<file path="src/rtl/nn_pkg.sv">
// Shared types for the neuron training slice: fixed-point value types,
// sequencer state encoding, sample record and an absolute-difference helper.
package nn_pkg;

  // Width of one unsigned fixed-point value in the range [0, 1].
  localparam int ZW = 8;

  typedef logic [ZW-1:0]        zero2one_t;
  typedef logic signed [ZW-1:0] frac_t;

  // Fan-in of the default neuron. Modules that take N as a parameter build
  // their own record of matching shape.
  localparam int N_DEF = 16;

  typedef enum logic [2:0] {
    ST_IDLE    = 3'd0,
    ST_APPLY   = 3'd1,
    ST_SAMPLE  = 3'd2,
    ST_PERTURB = 3'd3,
    ST_NEXT    = 3'd4,
    ST_EPOCH   = 3'd5,
    ST_DONE    = 3'd6
  } train_state_e;

  typedef struct packed {
    zero2one_t [N_DEF-1:0] in;
    zero2one_t             exp;
  } sample_t;

  // Unsigned |a - b| without leaving the zero2one_t range.
  function automatic zero2one_t abs_diff(input zero2one_t a, input zero2one_t b);
    return (a >= b) ? zero2one_t'(a - b) : zero2one_t'(b - a);
  endfunction

endpackage

</file>
<file path="src/rtl/sample_store.sv">
// NS-slot register file of training samples: synchronous write port,
// combinational read port so the sequencer sees a slot the cycle it selects it.
module sample_store
  import nn_pkg::*;
#(
  parameter int N  = 16,
  parameter int NS = 8,
  localparam int SA = $clog2(NS)
) (
  input  logic                   clk,
  input  logic                   we,
  input  logic [SA-1:0]          waddr,
  input  zero2one_t [N-1:0]      wr_in,
  input  zero2one_t              wr_exp,
  input  logic [SA-1:0]          raddr,
  output zero2one_t [N-1:0]      rd_in,
  output zero2one_t              rd_exp
);

  zero2one_t [N-1:0] in_slots  [NS];
  zero2one_t         exp_slots [NS];

  for (genvar gi = 0; gi < NS; gi++) begin : g_slot
    zero2one_t [N-1:0] in_reg;
    zero2one_t         exp_reg;

    // Slot contents are deliberately left unreset; the host must load them.
    always_ff @(posedge clk) begin
      if (we && (waddr == SA'(gi))) begin
        in_reg  <= wr_in;
        exp_reg <= wr_exp;
      end
    end

    assign in_slots[gi]  = in_reg;
    assign exp_slots[gi] = exp_reg;
  end

  assign rd_in  = in_slots[raddr];
  assign rd_exp = exp_slots[raddr];

endmodule

</file>
<file path="src/rtl/neuron_train_ctrl.sv">
// Training sequencer for one neuron_learn instance. Walks every stored sample
// once per epoch, accumulates |out - expected|, requests a one-cycle perturb
// on any error when learning is enabled, and stops on convergence or on the
// epoch limit.
module neuron_train_ctrl
  import nn_pkg::*;
#(
  parameter int N      = 16,
  parameter int NS     = 8,
  parameter int SETTLE = 2,
  parameter int EW     = 16,
  localparam int SA    = $clog2(NS)
) (
  input  logic              clk,
  input  logic              rst,
  input  logic              start,
  input  logic              learn_en,
  input  logic [15:0]       max_epochs,
  input  logic [EW-1:0]     err_thresh,
  input  logic              smp_we,
  input  logic [SA-1:0]     smp_addr,
  input  zero2one_t [N-1:0] smp_in,
  input  zero2one_t         smp_exp,
  output logic              nrn_valid,
  output logic              nrn_learn,
  output zero2one_t [N-1:0] nrn_in,
  output zero2one_t         nrn_expected_out,
  input  zero2one_t         nrn_out,
  output logic              busy,
  output logic              done,
  output logic              converged,
  output logic [15:0]       epoch_count,
  output logic [EW-1:0]     epoch_err
);

  // Settle counter runs 0..SETTLE-1 inside APPLY.
  localparam int SW = (SETTLE > 1) ? $clog2(SETTLE) : 1;

  train_state_e      state_reg, state_next;
  logic [SA-1:0]     idx_reg, idx_next;
  logic [SW-1:0]     settle_reg, settle_next;
  logic [EW-1:0]     acc_reg, acc_next;
  logic [15:0]       epoch_count_reg, epoch_count_next;
  logic [EW-1:0]     epoch_err_reg, epoch_err_next;
  logic              converged_reg, converged_next;
  logic [15:0]       max_ep_reg, max_ep_next;
  logic [EW-1:0]     thresh_reg, thresh_next;

  logic              ram_we;
  zero2one_t [N-1:0] rd_in;
  zero2one_t         rd_exp;
  zero2one_t         sample_err;
  logic [EW:0]       acc_wide;
  logic [EW-1:0]     acc_sat;
  logic [16:0]       ecnt_p1;

  sample_store #(
    .N  (N),
    .NS (NS)
  ) u_store (
    .clk    (clk),
    .we     (ram_we),
    .waddr  (smp_addr),
    .wr_in  (smp_in),
    .wr_exp (smp_exp),
    .raddr  (idx_reg),
    .rd_in  (rd_in),
    .rd_exp (rd_exp)
  );

  // Error of the current sample and the saturating accumulator update.
  always_comb begin
    sample_err = abs_diff(nrn_out, rd_exp);
    acc_wide   = {1'b0, acc_reg} + {{(EW + 1 - ZW){1'b0}}, sample_err};
    acc_sat    = acc_wide[EW] ? {EW{1'b1}} : acc_wide[EW-1:0];
    ecnt_p1    = {1'b0, epoch_count_reg} + 17'd1;
  end

  // Next-state, counter updates and neuron-facing outputs.
  always_comb begin
    state_next       = state_reg;
    idx_next         = idx_reg;
    settle_next      = settle_reg;
    acc_next         = acc_reg;
    epoch_count_next = epoch_count_reg;
    epoch_err_next   = epoch_err_reg;
    converged_next   = converged_reg;
    max_ep_next      = max_ep_reg;
    thresh_next      = thresh_reg;
    ram_we           = 1'b0;
    nrn_valid        = 1'b1;
    nrn_learn        = 1'b0;
    nrn_in           = '0;
    nrn_expected_out = '0;
    busy             = 1'b1;
    done             = 1'b0;

    unique case (state_reg)
      ST_IDLE: begin
        busy   = 1'b0;
        // A write in the start cycle lands before slot 0 is first read.
        ram_we = smp_we;
        if (start) begin
          state_next       = ST_APPLY;
          idx_next         = '0;
          settle_next      = '0;
          acc_next         = '0;
          epoch_count_next = '0;
          max_ep_next      = (max_epochs == 16'd0) ? 16'd1 : max_epochs;
          thresh_next      = err_thresh;
          converged_next   = 1'b0;
        end
      end

      ST_APPLY: begin
        nrn_in           = rd_in;
        nrn_expected_out = rd_exp;
        if (settle_reg == SW'(SETTLE - 1)) begin
          settle_next = '0;
          state_next  = ST_SAMPLE;
        end else begin
          settle_next = settle_reg + SW'(1);
        end
      end

      ST_SAMPLE: begin
        nrn_in           = rd_in;
        nrn_expected_out = rd_exp;
        acc_next         = acc_sat;
        state_next       = ((sample_err != '0) && learn_en) ? ST_PERTURB : ST_NEXT;
      end

      ST_PERTURB: begin
        nrn_in           = rd_in;
        nrn_expected_out = rd_exp;
        nrn_valid        = 1'b0;
        nrn_learn        = 1'b1;
        state_next       = ST_NEXT;
      end

      ST_NEXT: begin
        nrn_in           = rd_in;
        nrn_expected_out = rd_exp;
        if (idx_reg == SA'(NS - 1)) begin
          state_next = ST_EPOCH;
        end else begin
          idx_next   = idx_reg + SA'(1);
          state_next = ST_APPLY;
        end
      end

      ST_EPOCH: begin
        epoch_err_next   = acc_reg;
        epoch_count_next = (epoch_count_reg == 16'hFFFF) ? epoch_count_reg : ecnt_p1[15:0];
        idx_next         = '0;
        acc_next         = '0;
        // Convergence uses the completed epoch sum, before it is cleared.
        if (acc_reg <= thresh_reg) begin
          converged_next = 1'b1;
          state_next     = ST_DONE;
        end else if (ecnt_p1 >= {1'b0, max_ep_reg}) begin
          state_next = ST_DONE;
        end else begin
          state_next = ST_APPLY;
        end
      end

      ST_DONE: begin
        busy       = 1'b0;
        done       = 1'b1;
        state_next = ST_IDLE;
      end

      default: begin
        state_next = ST_IDLE;
      end
    endcase
  end

  // State and datapath registers; reset abandons any run in progress.
  always_ff @(posedge clk) begin
    if (rst) begin
      state_reg       <= ST_IDLE;
      idx_reg         <= '0;
      settle_reg      <= '0;
      acc_reg         <= '0;
      epoch_count_reg <= '0;
      epoch_err_reg   <= '0;
      converged_reg   <= 1'b0;
      max_ep_reg      <= 16'd1;
      thresh_reg      <= '0;
    end else begin
      state_reg       <= state_next;
      idx_reg         <= idx_next;
      settle_reg      <= settle_next;
      acc_reg         <= acc_next;
      epoch_count_reg <= epoch_count_next;
      epoch_err_reg   <= epoch_err_next;
      converged_reg   <= converged_next;
      max_ep_reg      <= max_ep_next;
      thresh_reg      <= thresh_next;
    end
  end

  assign converged   = converged_reg;
  assign epoch_count = epoch_count_reg;
  assign epoch_err   = epoch_err_reg;

endmodule

</file>
<file path="config.mk">
export PLATFORM = sky130hd
export DESIGN_NAME = neuron_train_ctrl
export DESIGN_NICKNAME = d
export VERILOG_FILES = /design/src/rtl/nn_pkg.sv /design/src/rtl/sample_store.sv /design/src/rtl/neuron_train_ctrl.sv
export SDC_FILE = /design/constraint.sdc
export NUM_CORES = 1
export LEC_CHECK = 0
export CAP_MARGIN = 0
export CORE_MARGIN = 5
export CORE_UTILIZATION = 58
export DETAILED_ROUTE_END_ITERATION = 10
export PLACE_DENSITY_LB_ADDON = 0.08
export SLEW_MARGIN = 20
export SYNTH_ARGS = -nofsm -noshare
export SYNTH_HDL_FRONTEND = slang
export SYNTH_SLANG_ARGS = --single-unit
export TNS_END_PERCENT = 30
</file>
<file path="constraint.sdc">
create_clock -name clk -period 16.48 [get_ports clk]
set_clock_uncertainty 0.2 [all_clocks]
set_input_delay 4.944 -clock clk [delete_from_list [all_inputs] [get_ports clk]]
set_output_delay 4.944 -clock clk [all_outputs]
set_load 0.01 [all_outputs]
</file>
Word level (Yosys, flattened, before mapping) --
Cells that the tools add are included.
Operators by class: add/sub/neg operators 6, $lt $le $gt $ge 4, bitwise gates (word level) 1, reduce and logical (&&, ||, !) cells 26, multiplexer cells 35, eq/ne operators 20
Operators with widths (count):
- binary-select mux 128 bit (select 3 bit) | 1
- two-way mux 128 bit | 3
- two-way mux 16 bit | 4
- one-hot mux 16 bit (3 select lines) | 1
- two-way mux 8 bit | 4
- one-hot mux 16 bit (2 select lines) | 1
- binary-select mux 8 bit (select 3 bit) | 1
- equality test 3 bit, second input constant | 8
- two-way mux 3 bit | 8
- one-hot mux 3 bit (6 select lines) | 1
- adder 16 x 1 -> 17 bit, second input constant | 1
- adder 16 x 8 -> 17 bit | 1
- >= comparator 17 x 16 -> 1 bit | 1
- equality test 16 bit, second input constant | 1
- less-or-equal comparator 16 bit | 1
- zero test 16 bit | 1
- subtractor 8 bit | 2
- equality test 3 x 2 -> 1 bit, second input constant | 4
- != test 2 bit, second input constant | 5
- logical AND 1 bit | 9
- one-hot mux 3 bit (3 select lines) | 1
- AND reduction 3 bit | 3
- >= comparator 8 bit | 1
- two-way mux 1 bit | 8
- 13 further kinds | 21
Word-level totals: word-level logic and storage cells 237, input port bits 184, register bits after elaboration 1176, output and inout bits 173

Longest topological paths before layout --
Gate-level depths: netlist (run 1).
word-level depth 10, mapped depth 23, depth with buffers taken out 20

Cells and area by module --
From an unflattened synthesis (run 1), not the netlist that was laid out.
Second synthesis, totals: cell total of the unflattened synthesis 2516, area, all modules 47481.8 µm²
By module, submodules not included:
- sample_store | instances 1, area an instance 40784.1 µm², cells each 1584, seq. area each 32671.3 µm²
- neuron_train_ctrl | instances 1, area an instance 6697.7 µm², cells each 932, seq. area each 1761.7 µm²

Worst setup path before layout (run 1) --
Ideal clock, no wire load.
path kind in2reg, from in smp_addr[2], to reg u_store.g_slot[0].exp_reg[0], enable pin, stages 2, path slack 1135 ps, data required time 15480 ps, library setup time 800 ps, arrival 14345 ps, path buffers 0, cell sequence nand3b_1 > nor3_1
On the way: longest elaborated chain between the ends 2
Ends and longest elaborated chain:
- from (decl) | RTL line neuron_train_ctrl.sv:21 | input logic [SA-1:0] smp_addr,
- zero test 3 bit | RTL line sample_store.sv:29 | if (we && (waddr == SA'(gi))) begin
- logical AND 1 bit | RTL line sample_store.sv:29
- to (signal assigned) | RTL line sample_store.sv:31 | exp_reg <= wr_exp;
- to (decl) | RTL line sample_store.sv:25 | zero2one_t exp_reg;
Every way passes these cells. A chain may end at the register's enable or synchronous reset.

==> results by group, run 1 <==
Status
  • Status: completed

Timing
  • Fin worst setup slack: 6420 ps
  • Min cycle time layout: about 10,000 ps
  • Min Hold Slack: around 260 ps
  • Fmax: a little under 100 MHz
  • RSZ-0062 raised after global routing: no
  • Worst Tran Pin Value: 1110 ps
  • Final Hold Viols: 0
  • Final setup fails: 0
  • Final Max Slew Viols: 0
  • Slew headroom: a little over a quarter
  • Sum of negative setup slack: 0 ps
  • Crit share post-route: 61.1%

CTS
  • Setup repair bufs after CTS: 0
  • Maximum root-to-sink buffer count: 3
  • Root Buffer Master: clkbuf_16
  • CTS buffer count: roughly 120
  • Worst skew pair latency: 690 ps
  • Post-CTS Resized: 0
  • CTS Sinks: roughly 1,200
  • Post-CTS Hold Buffers: 0
  • Clock-pin slew on the worst setup and hold paths: approximately 60 ps
  • CTS tree: done
  • H-tree Lvls: 3

Global routing
  • Total overflow reported by the global router: 0
  • Total GRT Usage: 23.6%
  • Largest net degree at the start of global routing: 120
  • Global-route wire length before repair: ~150 mm
  • Initial antenna violation count: 22
  • Vias in the first global route: 25,528

Power
  • Internal: 5150 uW
  • Comb power frac: 12.1%
  • Leakage: roughly 0.017 uW
  • Switching power share of the total: between 20% and 30%
  • Net Sw Power: ~1600 uW
  • Clock Power Share: about 37%
  • Seq pwr share: between 50% and 60%
  • Total power divided by cell area: 122 mW/mm^2
  • Worst VDD drop: 103 uV

Logic synthesis
  • YS warnings: 0
  • Simple-Gate Fraction of Synth Area: roughly 3.8%
  • Synthesized flop and latch total: between 1,000 and 1,500
  • Synthesized Nets: 2,715
  • Post-Synthesis Cell Area: between 0.04 and 0.05 mm^2
  • Post-Syn Instances: about 2,500
  • Post-synth ARST share: 0%
  • Yosys cell types: 69
  • Synth top area share: between 60% and 70%
  • Post-synth top area cell: edfxtp_1
  • Synth Area in Compound Gates: 2.82%
  • Post-synthesis mux area share: around 16%
  • Avg Inst Size Synth: 18.9 um^2
  • Synth top area cells: edfxtp_1 (70%), mux4_2 (13%), dfxtp_1 (3.8%), mux2i_1 (3.0%), ha_1 (1.6%)
  • Post-synth EDFFs: between 1,000 and 1,500
  • Post-Synth Adder-Cell Area: 1.68%
  • Sequential area share after synthesis: 73.6%
  • Most used flip-flop cell after synthesis: edfxtp_1
  • Synth Area in XOR/XNOR: 0.431%
  • Main combinational cell family by area after synthesis: multiplexers

Cells and area
  • Fin nets: 3,100
  • Synth-to-Final Area Change: 18.2%
  • Max reg flops: 1,024
  • Most frequent cells in the layout: edfxtp_1 (1,088), clkdlybuf4s50_1 (355), mux4_2 (272), nor2_1 (180), mux2i_1 (139)
  • Most common cell after layout, fill and taps aside: edfxtp_1
  • Share of layout cells above drive strength 1: 16.6%
  • Fillers: approximately 5,000

Floorplan
  • Die width: about 290 um
  • Boundary Pins: ~360
  • Starting Density: between 50 and 60%
  • Die area: 0.0864 mm^2
  • Cell Rows: about 100
  • Chip height: about 290 um
  • CORE AREA: between 0.08 and 0.09 mm^2

Detailed routing
  • Drt initial violations: roughly 1,600
  • Overall via count from detail_route: ~24,000
  • Routed vias/inst: 6.02
  • ANT nets after route: 0
  • DRC: 0
  • Routed WL: 102 mm
  • Drt first pass iters: 5
  • WL/cell: 25.4 um

Hold path
  • Worst Hold Class: reg -> reg
  • Hold Path End: thresh_reg[6]$_SDFFE_PP0P_
  • Cells on Worst Hold Path: 2
  • Worst hold start: thresh_reg[6]$_SDFFE_PP0P_

Job
  • Max_cap viols: 0

Worst setup path
  • Crit-path most repeated cell: buf_4
  • Worst setup EP type: output pin
  • Setup CP Type: reg -> out
  • Worst Setup SP: idx_reg[1]$_SDFFE_PP0P_
  • Cell count of the worst reg-to-reg path: 19
  • Max stage delay cell, worst path: dfxtp_4
  • Data arrival time of the worst path: approximately 5000 ps
  • CP bufs+invs: 4
  • Critical path launch point type: flop
  • R2R Path Start: idx_reg[0]$_SDFFE_PP0P_
  • CP Cell Sequence: buf_4 -> buf_16 -> buf_4 -> mux4_2 -> mux2i_1 -> nor2_1 -> clkdlybuf4s50_1
  • Family with the most delay on the worst path: buffers and inverters
  • R2R setup slack: 9570 ps
  • Reg2reg end: acc_reg[10]$_SDFFE_PP0P_
  • WP data required: 11,340 ps
  • Max incr delay on CP: ~970 ps
  • Worst Path Max Fanout: between 70 and 80

Placement
  • Pre-CTS setup slack: between 6000 and 7000 ps
  • Placed wire-length estimate: ~58 mm
  • Port bufs: 356
  • Final GP Congestion: roughly 0.81
per-layer routing:
metal	part of all wire (%)	wire length [um]	global-route usage, %
met1	40	40700	31.5
met4	2.5	2550	6.50
met2	51	52000	39.8
met3	6.8	6920	5.43
met5	0.12	124	0
worst register-to-register path, cell delays in order (launching register included):
cell,delay [ps]
dfxtp_4,850
buf_4,820
mux4_2,620
mux2i_1,470
inv_1,90
ha_1,430
nand4_2,170
a31oi_4,260
nor3_4,110
o21ai_0,260
inv_1,90
fa_1,410
nor2b_1,150
o21ai_1,90
a21boi_1,210
o21ai_1,130
a2111oi_0,650
and2_1,500
o21bai_1,200
a32o_1,140
layout make-up:
type / count / area (um^2) / share of cell area, %
antenna: 16 / 40.0 / 0.0724
timing repair buffer: 392 / 3890 / 7.03
multi-input combinational: 1104 / 11700 / 21.1
sequential: 1176 / 34400 / 62.3
clock buffer: 151 / 3140 / 5.68
tap: 1060 / 1330 / 2.40
inverter: 63 / 236 / 0.428
clock inverter: 66 / 531 / 0.960
stage by stage:
stage | total power (uW) | util (%) | cell area (um^2) | instances
4_1_cts | 6810 | 68.8 | 55200 | 4012
3_5_place_dp | 4310 | 64.2 | 51600 | 3795
6_report | 6740 | 68.8 | 55300 | 4028
5_1_grt | 7000 | 68.8 | 55200 | 4019
2_1_floorplan | 3860 | - | 46800 | 2470
3_3_place_gp | 4290 | 64.2 | 51500 | 3794
logic make-up (layout without fill, tap and decap cells):
| kind of cell | after synthesis | after routing |
|---|---|---|
| flip-flops | 1176 | 1176 |
| multiplexers | 411 | 411 |
| AND/OR/NAND/NOR | 403 | 403 |
| AO/OA/AOI/OAI | 206 | 206 |
| buffers and inverters | 190 | 672 |
| adder cells (fa/ha/maj) | 61 | 61 |
| XOR/XNOR | 23 | 23 |
| other | 0 | 16 |
Yosys cell counts, drive strengths merged (2+ instances only):
master	instances
dfxtp	88
mux2i	139
nand4	9
inv	63
nand3b	8
a22oi	4
fa	3
o2111ai	2
o21a	3
o31ai	7
nor3	17
and2	6
or3	3
a211o	3
a211oi	9
ha	58
o211ai	2
nor3b	3
clkbuf	79
edfxtp	1088
a2111oi	3
nand2b	5
xnor2	9
a21oi	92
and3	14
nand3	21
buf	48
a31oi	3
nor2b	9
xor2	14
nor4	5
a22o	12
mux4	272
nor2	186
nand2	113
a31o	2
a21o	15
o21ai	36
power groups by stage:
stage	logic (uW)	clock network, uW	registers (uW)
after floorplan	378	0	3480
after global placement	821	0	3470
after detailed placement	830	0	3480
after CTS	834	2560	3410
after global routing	884	2700	3420
final	818	2510	3410
worst max path at each step:
stage	endpoint	slack, ps	depth (start not counted)
after global placement	nrn_in[71]	6840	6
final	nrn_in[19]	6420	7
after floorplan	u_store.g_slot[0].exp_reg[0]$_DFFE_PP_	1130	2
after global routing	nrn_in[19]	6180	7
after detailed placement	acc_reg[10]$_SDFFE_PP0P_	6950	17
after CTS	nrn_in[24]	6360	7
No activity file was read; power rests on OpenSTA's default activity.
==> run 2: changes to the inputs <==
--- a/config.mk
+++ b/config.mk
@@ -7,7 +7,7 @@
 export LEC_CHECK = 0
 export CAP_MARGIN = 0
 export CORE_MARGIN = 5
-export CORE_UTILIZATION = 58
+export CORE_UTILIZATION = 53
 export DETAILED_ROUTE_END_ITERATION = 10
 export PLACE_DENSITY_LB_ADDON = 0.08
 export SLEW_MARGIN = 20
==> constraint.sdc (replaced) <==
create_clock -name clk -period 8.2 [get_ports clk]
set_clock_uncertainty 0.2 [all_clocks]
set_input_delay 2.46 -clock clk [delete_from_list [all_inputs] [get_ports clk]]
set_output_delay 2.46 -clock clk [all_outputs]
set_load 0.01 [all_outputs]
==> results by group, run 2 (synthesis gave the netlist of run 1 again) <==
Status
  • Status: completed

Global routing
  • Total overflow reported by the global router: 0 (unchanged)
  • Vias in the first global route: 25,450 (-0.31%)
  • Total GRT Usage: 21.9% (-1.7 points)
  • Initial antenna violation count: 13 (-41%)
  • Global-route wire length before repair: 157 mm (+1.3%)
  • Largest net degree at the start of global routing: 137 (+14%)

Cells and area
  • Fillers: 6,201 (+21%)
  • Most frequent cells in the layout: edfxtp_1 (1,088), clkdlybuf4s50_1 (355), mux4_2 (272), nor2_1 (180), mux2i_1 (139)
  • Synth-to-Final Area Change: 19.0%
  • Fin nets: 3,100 (unchanged)
  • Most common cell after layout, fill and taps aside: edfxtp_1
  • Post-Route Utilization: 63.3% (-5.6 points)
  • Max reg flops: 1,024 (unchanged)
  • Share of layout cells above drive strength 1: 17.2% (+0.66 points)

Detailed routing
  • Overall via count from detail_route: 24,153 (-0.35%)
  • ANT nets after route: 0 (unchanged)
  • Drt initial violations: 1,761 (+11%)
  • Routed vias/inst: 5.85 (-2.8%)
  • Routed WL: 104 mm (+1.4%)
  • Drt first pass iters: 7 (+2)
  • WL/cell: 25.1 um (-1.1%)
  • DRC: 0 (unchanged)

Floorplan
  • Boundary Pins: 357 (unchanged)
  • Die area: 0.0943 mm^2 (+9.1%)
  • Cell Rows: 109 (+4.8%)
  • Chip height: 307 um (+4.5%)
  • CORE AREA: 0.0880 mm^2 (+9.6%)
  • Die width: 307 um (+4.5%)
  • Starting Density: 53.2% (-5.1 points)

Worst setup path
  • Critical path launch point type: flop
  • Data arrival time of the worst path: 4030 ps (-890 ps)
  • R2R Path Start: idx_reg[0]$_SDFFE_PP0P_
  • Worst setup EP type: output pin
  • Setup CP Type: reg -> out
  • Worst Setup SP: idx_reg[1]$_SDFFE_PP0P_
  • WP data required: 5540 ps (-5800 ps)
  • Worst Path Max Fanout: 71 (-6.6%)
  • Cell count of the worst reg-to-reg path: 18 (-1)

CTS
  • Root Buffer Master: clkbuf_16
  • Setup repair bufs after CTS: 0 (unchanged)
  • Post-CTS Resized: 0 (unchanged)
  • H-tree Lvls: 3 (unchanged)
  • Worst skew pair latency: 690 ps (about the same)
  • CTS tree: done
  • CTS buffer count: 118 (unchanged)
  • Post-CTS Hold Buffers: 0 (unchanged)
  • CTS Sinks: 1,176 (unchanged)
  • Maximum root-to-sink buffer count: 3 (unchanged)
  • Clock-pin slew on the worst setup and hold paths: 60 ps (about the same)

Timing
  • Slew headroom: 26.0% (-0.074 points)
  • Min cycle time layout: about 6700 ps
  • Fin worst setup slack: 1510 ps (-4910 ps)
  • Fmax: 149 MHz
  • Final Max Slew Viols: 0 (unchanged)
  • RSZ-0062 raised after global routing: no
  • Worst Tran Pin Value: 1110 ps (+1.11 ps)
  • Final setup fails: 0 (unchanged)
  • Crit share post-route: 81.6%
  • Final Hold Viols: 0 (unchanged)
  • Sum of negative setup slack: 0 ps (unchanged)

Power
  • Leakage: 0.0176 uW (+0.71%)
  • Total power divided by cell area: 246 mW/mm^2 (+100%)
  • Worst VDD drop: 293 uV (+190%)

Hold path
  • Cells on Worst Hold Path: 2 (unchanged)
  • Worst hold start: epoch_err[5]$_SDFFE_PP0P_
  • Worst Hold Class: reg -> reg

Placement
  • Port bufs: 356 (unchanged)
  • Pre-CTS setup slack: 1050 ps (-5900 ps)
  • Final GP Congestion: 0.841 (+4.0%)
  • Placed wire-length estimate: 58.7 mm (+1.7%)

Job
  • Max_cap viols: 0 (unchanged)
-- run 2: cell count changes in the layout (fill, tap and decap cells not counted), sizes merged --
cell      change
bufinv        +3
clkinv        +2
clkbuf        +1
clkinvlp      +3
inv           -1
diode        -11
-- run 2: power breakdown --
group | switching (uW) | internal (uW) | total [uW]
logic | 954 | 699 | 1650
registers | 70.6 | 6790 | 6860
clock network | 2210 | 3000 | 5200
-- run 2: cell type report --
| cell class | count | area, um^2 | share of cell area [%] |
|---|---|---|---|
| timing repair buffer | 392 | 4020 | 7.22 |
| sequential | 1176 | 34400 | 61.9 |
| clock inverter | 73 | 628 | 1.13 |
| antenna | 5 | 12.5 | 0.0225 |
| tap | 1165 | 1460 | 2.62 |
| multi-input combinational | 1104 | 11700 | 21.0 |
| inverter | 63 | 236 | 0.425 |
| clock buffer | 152 | 3190 | 5.72 |
-- run 2: metal layers --
| metal | wire (um) | track usage, % |
|---|---|---|
| met1 | 42600 | 28.8 |
| met2 | 52800 | 37.8 |
| met3 | 5780 | 4.50 |
| met4 | 2490 | 5.85 |
| met5 | 96 | 0 |
-- run 2: path summary, 6_finish.rpt --
kind | slack (ps) | to
min reg2reg | 260 | epoch_err[5]$_SDFFE_PP0P_
min | 260 | epoch_err[5]$_SDFFE_PP0P_
max reg2reg | 1900 | acc_reg[10]$_SDFFE_PP0P_
max | 1510 | nrn_in[98]
-- run 2: stage by stage --
stage,total power (uW),std cells,hold WS (ps),cell area [um^2]
floorplan,7750,2470,236,46800
global placement,8630,3899,251,51800
detailed placement,8660,3900,251,51800
CTS,13900,4125,259,55600
global route,14200,4126,275,55700
finish,13700,4130,255,55700
-- run 2: worst max-delay path, stage by stage (launching register included) --
cell,delay (ps)
dfxtp_4,700
buf_16,330
buf_4,850
mux4_2,390
mux2i_1,90
nor2_1,270
clkdlybuf4s50_1,600
